<file path="config.mk">
export PLATFORM = sky130hd
export DESIGN_NAME = seq_restoring_divider_flat
export DESIGN_NICKNAME = d
export VERILOG_FILES = /design/src/rtl/seq_restoring_divider_if.sv /design/src/rtl/seq_restoring_divider.sv /design/src/flat_wrapper.sv
export SDC_FILE = /design/constraint.sdc
export NUM_CORES = 1
export LEC_CHECK = 0
export CAP_MARGIN = 20
export CORE_ASPECT_RATIO = 1.4
export CORE_UTILIZATION = 51
export CTS_CLUSTER_SIZE = 24
export DETAILED_ROUTE_END_ITERATION = 8
export PLACE_DENSITY = 0.86
export SKIP_LAST_GASP = 1
export SYNTH_ARGS = -nofsm -noshare
export SYNTH_HDL_FRONTEND = slang
export SYNTH_SLANG_ARGS = --single-unit
</file>
<file path="constraint.sdc">
create_clock -name clk -period 2.4 [get_ports clk]
set_input_delay 0.24 -clock clk [delete_from_list [all_inputs] [get_ports clk]]
set_output_delay 0.24 -clock clk [all_outputs]
set_load 0.005 [all_outputs]
</file>
<file path="src/rtl/seq_restoring_divider_if.sv">
// rtl/seq_restoring_divider_if.sv - start/busy/done handshake bundle for the restoring divider
//  master: drives start, dividend, divisor; observes quotient, remainder, busy, done, div_by_zero
//  slave : the divider side of the same signals
interface seq_restoring_divider_if #(
  parameter int WIDTH = 4
);
  logic             start;
  logic [WIDTH-1:0] dividend;
  logic [WIDTH-1:0] divisor;
  logic [WIDTH-1:0] quotient;
  logic [WIDTH-1:0] remainder;
  logic             busy;
  logic             done;
  logic             div_by_zero;

  modport master (
    output start, dividend, divisor,
    input  quotient, remainder, busy, done, div_by_zero
  );

  modport slave (
    input  start, dividend, divisor,
    output quotient, remainder, busy, done, div_by_zero
  );
endinterface

</file>
<file path="src/rtl/seq_restoring_divider.sv">
// rtl/seq_restoring_divider.sv - iterative unsigned restoring divider, one quotient bit per clock
//  clk    : rising-edge clock
//  rst_n  : synchronous active-low reset
//  bus    : slave side of seq_restoring_divider_if
//           start/dividend/divisor in; quotient/remainder/busy/done/div_by_zero out
module seq_restoring_divider #(
  parameter int WIDTH = 4
) (
  input  logic                        clk,
  input  logic                        rst_n,
  seq_restoring_divider_if.slave      bus
);
  localparam int CW = $clog2(WIDTH + 1);
  localparam logic [CW-1:0] LAST_STEP = CW'(WIDTH - 1);

  typedef enum logic [1:0] {IDLE, RUN, DONE} state_t;

  state_t           state;
  logic [WIDTH:0]   r;      // partial remainder, one bit wider so the trial subtract cannot overflow
  logic [WIDTH-1:0] q;      // dividend shifting out at the top, quotient bits shifting in at the bottom
  logic [WIDTH-1:0] d;
  logic [CW-1:0]    count;

  logic [WIDTH-1:0] quotient_q;
  logic [WIDTH-1:0] remainder_q;
  logic             busy_q;
  logic             done_q;
  logic             dbz_q;

  logic [WIDTH:0]   shifted_r;
  logic [WIDTH-1:0] shifted_q;
  logic [WIDTH+1:0] diff;
  logic             neg;
  logic [WIDTH:0]   next_r;
  logic [WIDTH-1:0] next_q;

  // One restoring step; the extra top bit of diff is the borrow that says "restore".
  always_comb begin
    shifted_r = {r[WIDTH-1:0], q[WIDTH-1]};
    shifted_q = q << 1;
    diff      = {1'b0, shifted_r} - {2'b00, d};
    neg       = diff[WIDTH+1];
    next_r    = neg ? shifted_r : diff[WIDTH:0];
    next_q    = {shifted_q[WIDTH-1:1], ~neg};
  end

  always_ff @(posedge clk) begin
    if (!rst_n) begin
      state       <= IDLE;
      r           <= '0;
      q           <= '0;
      d           <= '0;
      count       <= '0;
      quotient_q  <= '0;
      remainder_q <= '0;
      busy_q      <= 1'b0;
      done_q      <= 1'b0;
      dbz_q       <= 1'b0;
    end else begin
      case (state)
        RUN: begin
          r     <= next_r;
          q     <= next_q;
          count <= count + CW'(1);
          if (count == LAST_STEP) begin
            state       <= DONE;
            quotient_q  <= next_q;
            remainder_q <= next_r[WIDTH-1:0];
            dbz_q       <= 1'b0;
            busy_q      <= 1'b0;
            done_q      <= 1'b1;
          end
        end
        default: begin
          // IDLE and DONE accept a new request identically, enabling back-to-back divisions.
          if (bus.start) begin
            if (bus.divisor == '0) begin
              state       <= DONE;
              quotient_q  <= '1;
              remainder_q <= bus.dividend;
              dbz_q       <= 1'b1;
              busy_q      <= 1'b0;
              done_q      <= 1'b1;
            end else begin
              state  <= RUN;
              d      <= bus.divisor;
              r      <= '0;
              q      <= bus.dividend;
              count  <= '0;
              busy_q <= 1'b1;
              done_q <= 1'b0;
            end
          end else begin
            state  <= IDLE;
            busy_q <= 1'b0;
            done_q <= 1'b0;
          end
        end
      endcase
    end
  end

  assign bus.quotient    = quotient_q;
  assign bus.remainder   = remainder_q;
  assign bus.busy        = busy_q;
  assign bus.done        = done_q;
  assign bus.div_by_zero = dbz_q;
endmodule

</file>
<file path="src/flat_wrapper.sv">
// flat-port wrapper written by rule: the top's interface ports become plain ports
module seq_restoring_divider_flat 
#(
  parameter int WIDTH = 4
)
  (clk, rst_n, bus_start, bus_dividend, bus_divisor, bus_quotient, bus_remainder, bus_busy, bus_done, bus_div_by_zero);
  seq_restoring_divider_if #(.WIDTH(WIDTH)) bus_i ();
  input  logic clk;
  input  logic rst_n;
  input wire logic [$bits(bus_i.start)-1:0] bus_start;
  input wire logic [$bits(bus_i.dividend)-1:0] bus_dividend;
  input wire logic [$bits(bus_i.divisor)-1:0] bus_divisor;
  output wire logic [$bits(bus_i.quotient)-1:0] bus_quotient;
  output wire logic [$bits(bus_i.remainder)-1:0] bus_remainder;
  output wire logic [$bits(bus_i.busy)-1:0] bus_busy;
  output wire logic [$bits(bus_i.done)-1:0] bus_done;
  output wire logic [$bits(bus_i.div_by_zero)-1:0] bus_div_by_zero;
  assign bus_i.start = bus_start;
  assign bus_i.dividend = bus_dividend;
  assign bus_i.divisor = bus_divisor;
  assign bus_quotient = bus_i.quotient;
  assign bus_remainder = bus_i.remainder;
  assign bus_busy = bus_i.busy;
  assign bus_done = bus_i.done;
  assign bus_div_by_zero = bus_i.div_by_zero;
  seq_restoring_divider #(.WIDTH(WIDTH)) u_core (.clk(clk), .rst_n(rst_n), .bus(bus_i));
endmodule
</file>
==> reports/metrics.sh, run 1 <==
TIMING.FINAL.HOLD_VIOLATIONS=0
SLEW_HEADROOM=0.516
CTS_RESIZED=0
GP_CONGESTION=0.789
CLK_PIN_SLEW_PS=130
ANTENNA_FOUND_INITIAL=0
PINS_OVER_THEIR_SLEW_LIMIT=0
SYNTH-XOR-AREA-SHARE=0.00705
CRIT_START='u_core.d[1]$_SDFFE_PN0P_'
R2R_SETUP_SLACK_PS=430
WIRE_PER_INST_UM=14.9
SYNTH_AREA_IN_SIMPLE_GATES=0.250
MAX_CAP_VIOLATIONS=0
ROUTE.ANTENNA.REMAINING_NETS=0
SYN_AREA_UM2=1240
DR.PASS1.ITERS=4
FIN_AREA_UM2=1490
VDD.IR_DROP.WORST_mV=0.417
SYNTH.NET_COUNT=157
SYNTH_AREA_PER_CELL_UM2=8.94
WORST-ENDPOINT-ARRIVAL_PS=2220
MAX_SLEW.WORST_PIN.SLEW_PS=723
CP-END-KIND='flip-flop'
ASYNC_RESET_FF_FRAC=0
POST_SYNTH_MUX_AREA_SHARE=0.00906
GRT_UTIL_ALL_LAYERS=0.239
REG2REGPATHDEPTH=6
SYNTH.LIB_CELLS_USED.DISTINCT=36
HTREE_NUM_LEVELS=1
CRITPATHKIND='reg2reg'
FINAL.SETUP.TNS_PS=0
HOLD_PATH_CLASS='reg2reg'
STARTPOINT_TYPE='flip-flop'
FLOPS_LATCHES_SYNTH=26
POWER_DENSITY_nW_PER_UM2=584
POST-ROUTE-DRC-COUNT=0
POST-CTS-SETUP-BUFFERS=0
SYNTH_EDF_COUNT=0
DIE_Y_UM=60.4
POSTPLACECELLAREA_UM2=1460
ANTENNA_CELLS=0
CRIT_END='u_core.r[3]$_SDFFE_PN0P_'
MIN_PERIOD_OVER_PERIOD=0.820
DP.FINAL_HPWL_UM=2080
CLOCK_SKEW_PS=3.43
DP.CELLS=178
YOSYS.AREA_SHARE.ADDER=0.0765
UNREPAIRED_SETUP_ENDPOINTS_AFTER_GLOBAL_ROUTING='false'
FP.COREAREA_UM2=2230
CLKSINKCOUNT=26
WORST_HOLD_SLACK_PS=483
YS.FLOP_TYPE='sky130_fd_sc_hd__dfxtp_1'
POWER_LEAKAGE_nW=0.554
POST_SYNTH_INST_COUNT=139
DRTITER0DRC=21
ROUTE.VIAS.TOTAL=1049
PORT_BUFFERS=21
TOTAL_DETAILED_ROUTING_WIRELENGTH_UM=2700
IO_PINS=22
FINAL_LAYOUT_SIZE_SUFFIX_GT1_FRAC=0.0938
YOSYSWARNINGS=0
GRT_OVERFLOW_TOTAL=0
NETS=179
SETUP_VIOL=0
DIE_W_UM=43.7
YOSYSSEQAREASHARE=0.419
SYNTH_TOP_FAMILY_BY_AREA='simple AND/OR/NAND/NOR gates'
POST_LAYOUT_INSTANCE_COUNT_EXCLUDING_FILLER_CELLS=182
CP.REQUIRED_PS=2650
CTS-BUFFERS-INSERTED=3
ROUTE.DETAILED.VIAS_PER_INST=5.76
CRITICAL_PATH.REG2REG.STARTPOINT='u_core.d[1]$_SDFFE_PN0P_'
WORSTPATHMAXFANOUT=5
ROW_COUNT=20
SYNTH_COMPOUND_GATE_AREA_SHARE=0.189
AREAGROWTHSYNTHTOFINISH_PCT=20.1
HOLDPATHSTAGES=2
CLOCK_PATH_BUFFERS=2
MAX_FREQ_MHz=508
GRT_MAX_DEGREE=28
HOLD_BUFFERS=0
TIMING.RR.END='u_core.r[3]$_SDFFE_PN0P_'
INITIAL_CORE_UTIL=0.558
FIRST_PASS_GRT_WIRE_LENGTH_UM=4710
CLOCKROOTBUFFER='sky130_fd_sc_hd__clkbuf_4'
LAYOUT_MIN_CYCLE_TIME_PS=1970
DESIGN.DIE.AREA_UM2=2640
CTS_TREE='yes'
STATUS='complete, no violations'
GRT_PASS1_VIAS=1086
CLOCK_INSERTION_DELAY_WORST_SKEW_PS=320
-- power breakdown --
| part | total, mW | internal, mW | switching, mW | leakage, nW |
|---|---|---|---|---|
| Clock | 0.219 | 0.0928 | 0.126 | 0.0210 |
| Sequential | 0.472 | 0.455 | 0.0172 | 0.212 |
| Combinational | 0.182 | 0.0869 | 0.0950 | 0.321 |
-- worst max-delay path: stages (launching register included) --
cell and delay (ps):
sky130_fd_sc_hd__dfxtp_1 360, sky130_fd_sc_hd__inv_1 80, sky130_fd_sc_hd__ha_1 280, sky130_fd_sc_hd__nor2b_1 150, sky130_fd_sc_hd__o31a_1 290, sky130_fd_sc_hd__or4_1 560, sky130_fd_sc_hd__a21boi_0 190
-- worst min path at each step --
stage	slack, ps	endpoint	start
after global routing	510	u_core.d[2]$_SDFFE_PN0P_	u_core.d[2]$_SDFFE_PN0P_
after global placement	460	u_core.d[3]$_SDFFE_PN0P_	u_core.d[3]$_SDFFE_PN0P_
after detailed placement	470	u_core.d[3]$_SDFFE_PN0P_	u_core.d[3]$_SDFFE_PN0P_
after CTS	490	u_core.d[3]$_SDFFE_PN0P_	u_core.d[3]$_SDFFE_PN0P_
after floorplan	380	u_core.bus.remainder[0]$_SDFFE_PN0P_	rst_n
final	480	u_core.d[3]$_SDFFE_PN0P_	u_core.d[3]$_SDFFE_PN0P_
-- metrics by stage --
stage                     power (mW)  worst slack [ps]   util
after floorplan                0.600               618      -
after global placement         0.652               223  0.654
after detailed placement       0.661               141  0.654
after CTS                      0.880               430  0.670
after global routing           0.925               297  0.670
final                          0.872               431  0.670
-- kinds of logic (layout without fill, tap and decap cells) --
family                     after synthesis  after routing
AOI/OAI and AO/OA                       34             34
xor gates and xnor gates                 1              1
adders and majority gates                7              7
buffers and inverters                   12             33
DFF                                     26             26
muxes                                    1              1
and+or+nand+nor                         58             58
-- flip-flops by register name, indices dropped and copies added (netlist names) --
signal and count:
u_core.count 3, u_core.r 4, u_core.q 4, u_core.bus.remainder 4, u_core.bus.quotient 4, u_core.bus.busy 1, u_core.d 4, u_core.bus.div_by_zero 1
u_core.state 1
-- placed cells by master (no fill, tap or decap), types with 5 or more instances in the layout --
| master | netlist | layout |
|---|---|---|
| sky130_fd_sc_hd__dfxtp_1 | 26 | 26 |
| sky130_fd_sc_hd__ha_1 | 6 | 6 |
| sky130_fd_sc_hd__nand3_1 | 6 | 6 |
| sky130_fd_sc_hd__inv_1 | 6 | 6 |
| sky130_fd_sc_hd__nor3_1 | 5 | 5 |
| sky130_fd_sc_hd__clkdlybuf4s50_1 | 0 | 21 |
| sky130_fd_sc_hd__o21ai_0 | 5 | 5 |
| sky130_fd_sc_hd__nand2_1 | 19 | 19 |
| sky130_fd_sc_hd__nor2_1 | 8 | 8 |
| sky130_fd_sc_hd__a21boi_0 | 10 | 10 |
-- routing by layer --
layer | GRT usage | vias up | share of wire
met5 | 0 | - | 0
met4 | 0.125 | 0 | 0.027
met3 | 0.0268 | 9 | 0.031
met2 | 0.426 | 23 | 0.54
met1 | 0.278 | 483 | 0.40
li1 | - | 534 | -
-- Yosys cell counts, types with 4 or more instances --
cell,instances,area (µm²)
sky130_fd_sc_hd__inv_1,6,22.5
sky130_fd_sc_hd__o21ai_0,5,25.0
sky130_fd_sc_hd__nand3_1,6,30.0
sky130_fd_sc_hd__ha_1,6,75.1
sky130_fd_sc_hd__a21boi_0,10,75.1
sky130_fd_sc_hd__a21oi_1,4,20.0
sky130_fd_sc_hd__nor2_1,8,30.0
sky130_fd_sc_hd__dfxtp_1,26,521
sky130_fd_sc_hd__nand2_1,19,71.3
sky130_fd_sc_hd__a31oi_1,4,25.0
sky130_fd_sc_hd__nor2b_1,4,25.0
sky130_fd_sc_hd__nor3_1,5,25.0
-- final cells by class --
cell class / count / area (µm²)
Sequential cell: 26 / 520
Clock buffer: 4 / 36.3
Fill cell: 182 / 734
Tap cell: 22 / 27.5
Multi-Input combinational cell: 101 / 661
Timing Repair Buffer: 23 / 225
Inverter: 6 / 22.5
Note: power is estimated with default switching activity, not from simulation.
==> inputs of run 2 (changes only) <==
--- a/config.mk
+++ b/config.mk
@@ -7,10 +7,10 @@
 export LEC_CHECK = 0
 export CAP_MARGIN = 20
 export CORE_ASPECT_RATIO = 1.4
-export CORE_UTILIZATION = 51
+export CORE_UTILIZATION = 46
 export CTS_CLUSTER_SIZE = 24
 export DETAILED_ROUTE_END_ITERATION = 8
-export PLACE_DENSITY = 0.86
+export PLACE_DENSITY = 0.82
 export SKIP_LAST_GASP = 1
 export SYNTH_ARGS = -nofsm -noshare
 export SYNTH_HDL_FRONTEND = slang
==> constraint.sdc (replaced) <==
create_clock -name clk -period 1.8 [get_ports clk]
set_input_delay 0.18 -clock clk [delete_from_list [all_inputs] [get_ports clk]]
set_output_delay 0.18 -clock clk [all_outputs]
set_load 0.005 [all_outputs]
==> run 2 against run 1 <==
  * Die area up 10%
  * Clock skew increased by 2.3 ps
  * Design area grew 11%
  * Global-route usage is 1.8 points lower
  * Core utilization increased by 0.20 points
  * Routed wire length rose by 15%
  * Critical path type is now in2reg
  * Largest cell class unchanged
==> reports/metrics.sh, run 2 (synthesized netlist as in run 1, its figures left out) <==
STATUS='complete, no violations'  # unchanged
POWER_DENSITY_nW_PER_UM2=717  # was 584 nW/µm²
WORST_HOLD_STARTPOINT='bus_dividend[0]'  # was u_core.d[3]$_SDFFE_PN0P_
IO_PINS=22  # unchanged
HTREE_NUM_LEVELS=1  # unchanged
FIN_AREA_UM2=1660  # was 1490 µm²
SHARE_COMB_OF_TOTAL_POWER=0.265  # was 0.208
DESIGN.DIE.AREA_UM2=2920  # was 2640 µm²
POST-ROUTE-DRC-COUNT=0  # unchanged
CLK_PIN_SLEW_PS=130  # about the same
LAYOUT_MIN_CYCLE_TIME_PS=1770
GRT_OVERFLOW_TOTAL=0  # unchanged
MIN_PERIOD_OVER_PERIOD=0.982
SETUP_VIOL=0  # unchanged
ANTENNA_FOUND_INITIAL=0  # unchanged
MAX_FREQ_MHz=566
ROW_COUNT=21  # was 20
CLOCK_SKEW_PS=5.75  # was 3.43 ps
GRT_PASS1_VIAS=1096  # was 1,086
NETS=192  # was 179
WIRE_PER_INST_UM=15.0  # was 14.9 µm
WORST-ENDPOINT-ARRIVAL_PS=2020  # was 2220 ps
CLKSINKCOUNT=26  # unchanged
WORST_HOLD_SLACK_PS=433  # was 483 ps
INITIAL_CORE_UTIL=0.503  # was 0.558
NETSWITCHINGFRACTION=0.285  # was 0.273
CP.REQUIRED_PS=2050  # was 2650 ps
UNREPAIRED_SETUP_ENDPOINTS_AFTER_GLOBAL_ROUTING='true'  # was false
FP.COREAREA_UM2=2470  # was 2230 µm²
FINAL_LAYOUT_SIZE_SUFFIX_GT1_FRAC=0.238  # was 0.0938
HOLD_PATH_CLASS='in2reg'  # was reg2reg
FINAL.SETUP.TNS_PS=0  # unchanged
DRTITER0DRC=70  # was 21
POWER_LEAKAGE_nW=0.641  # was 0.554 nW
CLOCKROOTBUFFER='sky130_fd_sc_hd__clkbuf_4'  # unchanged
CLOCK_INSERTION_DELAY_WORST_SKEW_PS=320  # about the same
WORSTPATHMAXFANOUT=6  # was 5
P_INT_uW=851  # was 634 µW
TIMING.RR.END='u_core.bus.remainder[1]$_SDFFE_PN0P_'  # was u_core.r[3]$_SDFFE_PN0P_
CRITICAL_PATH.REG2REG.STARTPOINT='u_core.d[1]$_SDFFE_PN0P_'  # unchanged
GP_CONGESTION=0.819  # was 0.789
FILLERS=211  # was 182
POST-LAYOUT-TOTAL-POWER_mW=1.19  # was 872 µW
PORT_BUFFERS=21  # unchanged
MAX_SLEW.WORST_PIN.SLEW_PS=312  # was 723 ps
LEADING_CELL_TYPES_IN_THE_LAYOUT_FILL_AND_TAPS_EXCLUDED='sky130_fd_sc_hd__clkdlybuf4s50_1 (21), sky130_fd_sc_hd__dfxtp_1 (21), sky130_fd_sc_hd__nand2_1 (19)'  # was sky130_fd_sc_hd__dfxtp_1 (26), sky130_fd_sc_hd__clkdlybuf4s50_1 (21), sky130_fd_sc_hd__nand2_1 (19)
ROUTE.VIAS.TOTAL=1149  # was 1,049
TIMING.FINAL.HOLD_VIOLATIONS=0  # unchanged
CP-END-KIND='flip-flop'  # unchanged
DIE_W_UM=45.9  # was 43.7 µm
MAX_CAP_VIOLATIONS=0  # unchanged
R2R_SETUP_SLACK_PS=70  # was 430 ps
SEQ_POWER_SHARE=0.531  # was 0.541
ROUTE.ANTENNA.REMAINING_NETS=0  # unchanged
GRT_UTIL_ALL_LAYERS=0.221  # was 0.239
TIMING.HOLD.WORST_ENDPOINT='u_core.bus.remainder[0]$_SDFFE_PN0P_'  # was u_core.d[3]$_SDFFE_PN0P_
SLEW_HEADROOM=0.792  # was 0.516
CTS_TREE='yes'  # unchanged
REG2REGPATHDEPTH=7  # was 6
HOLD_BUFFERS=0  # unchanged
ANTENNA_CELLS=0  # unchanged
CTS-BUFFERS-INSERTED=3  # unchanged
CRIT_START='bus_divisor[0]'  # was u_core.d[1]$_SDFFE_PN0P_
TOTAL_DETAILED_ROUTING_WIRELENGTH_UM=3100  # was 2700 µm
FIRST_PASS_GRT_WIRE_LENGTH_UM=4740  # was 4710 µm
VDD.IR_DROP.WORST_mV=0.491  # was 0.417 mV
ROUTE.DETAILED.VIAS_PER_INST=5.58  # was 5.76
DIE_Y_UM=63.5  # was 60.4 µm
GRT_MAX_DEGREE=28  # unchanged
CLOCK_PATH_BUFFERS=2  # unchanged
PINS_OVER_THEIR_SLEW_LIMIT=0  # unchanged
DP.CELLS=199  # was 178
DP.FINAL_HPWL_UM=2170  # was 2080 µm
POST_LAYOUT_INSTANCE_COUNT_EXCLUDING_FILLER_CELLS=206  # was 182
HOLDPATHSTAGES=3  # was 2
STARTPOINT_TYPE='input port'  # was flip-flop
POSTPLACECELLAREA_UM2=1540  # was 1460 µm²
CLOCK_POWER_SHARE=0.204  # was 0.251
AREAGROWTHSYNTHTOFINISH_PCT=33.6  # was 20.1%
CRITPATHKIND='in2reg'  # was reg2reg
POWER.NET_SWITCHING_uW=339  # was 238 µW
DR.PASS1.ITERS=4  # unchanged
-- run 2: metrics by stage --
stage	setup WS (ps)	util
finish	32.9	0.672
global route	-22.1	0.672
CTS	-10.8	0.649
detailed placement	-334	0.623
global placement	-256	0.623
floorplan	18.4	-
-- run 2: final cells by class --
type	count	area, µm²	area share
clock buffer	3	22.5	0.0136
inverter	6	22.5	0.0136
multi-input combinational	102	731	0.440
sequential	26	527	0.317
tap	34	42.5	0.0256
timing repair buffer	35	315	0.190
-- run 2: power groups by stage --
stage          registers (mW)  logic (mW)  clock network [mW]
2_1_floorplan           0.637       0.164                   0
3_3_place_gp            0.638       0.259                   0
3_5_place_dp            0.639       0.270                   0
4_1_cts                 0.628       0.300               0.240
5_1_grt                 0.635       0.341               0.271
6_report                0.632       0.316               0.243
-- run 2: worst max path at each step --
stage                                      endpoint  slack, ps  cells after the start
6_report        u_core.bus.quotient[0]$_SDFFE_PN0P_         30                      6
5_1_grt         u_core.bus.quotient[0]$_SDFFE_PN0P_        -20                      6
4_1_cts        u_core.bus.remainder[3]$_SDFFE_PN0P_        -10                      6
3_5_place_dp   u_core.bus.remainder[3]$_SDFFE_PN0P_       -330                      6
3_3_place_gp    u_core.bus.quotient[2]$_SDFFE_PN0P_       -260                      6
2_1_floorplan  u_core.bus.remainder[3]$_SDFFE_PN0P_         20                      6
-- run 2: metal layers --
metal,part of all wire,track usage,vias to the layer above
met1,0.40,0.248,549
met3,0.044,0.0430,5
met5,0,0,-
met4,0.014,0.0735,0
li1,-,-,560
met2,0.54,0.393,35
-- run 2: timing repair --
| item | 4_1_cts | 5_1_grt |
|---|---|---|
| pin swaps | 6 | 3 |
| endpoints found under the setup margin | 8 | 12 |
| resized for setup | 10 | 9 |
| gates cloned | 0 | 1 |
| hold endpoints to repair | 0 | 0 |
| setup buffers | 0 | 3 |
-- run 2: worst max-delay path, stage by stage --
cell	delay, ps
sky130_fd_sc_hd__clkdlybuf4s50_1	430
sky130_fd_sc_hd__or4_4	540
sky130_fd_sc_hd__or3b_4	420
sky130_fd_sc_hd__nand2_2	160
sky130_fd_sc_hd__o21ai_0	120
sky130_fd_sc_hd__a21oi_1	160
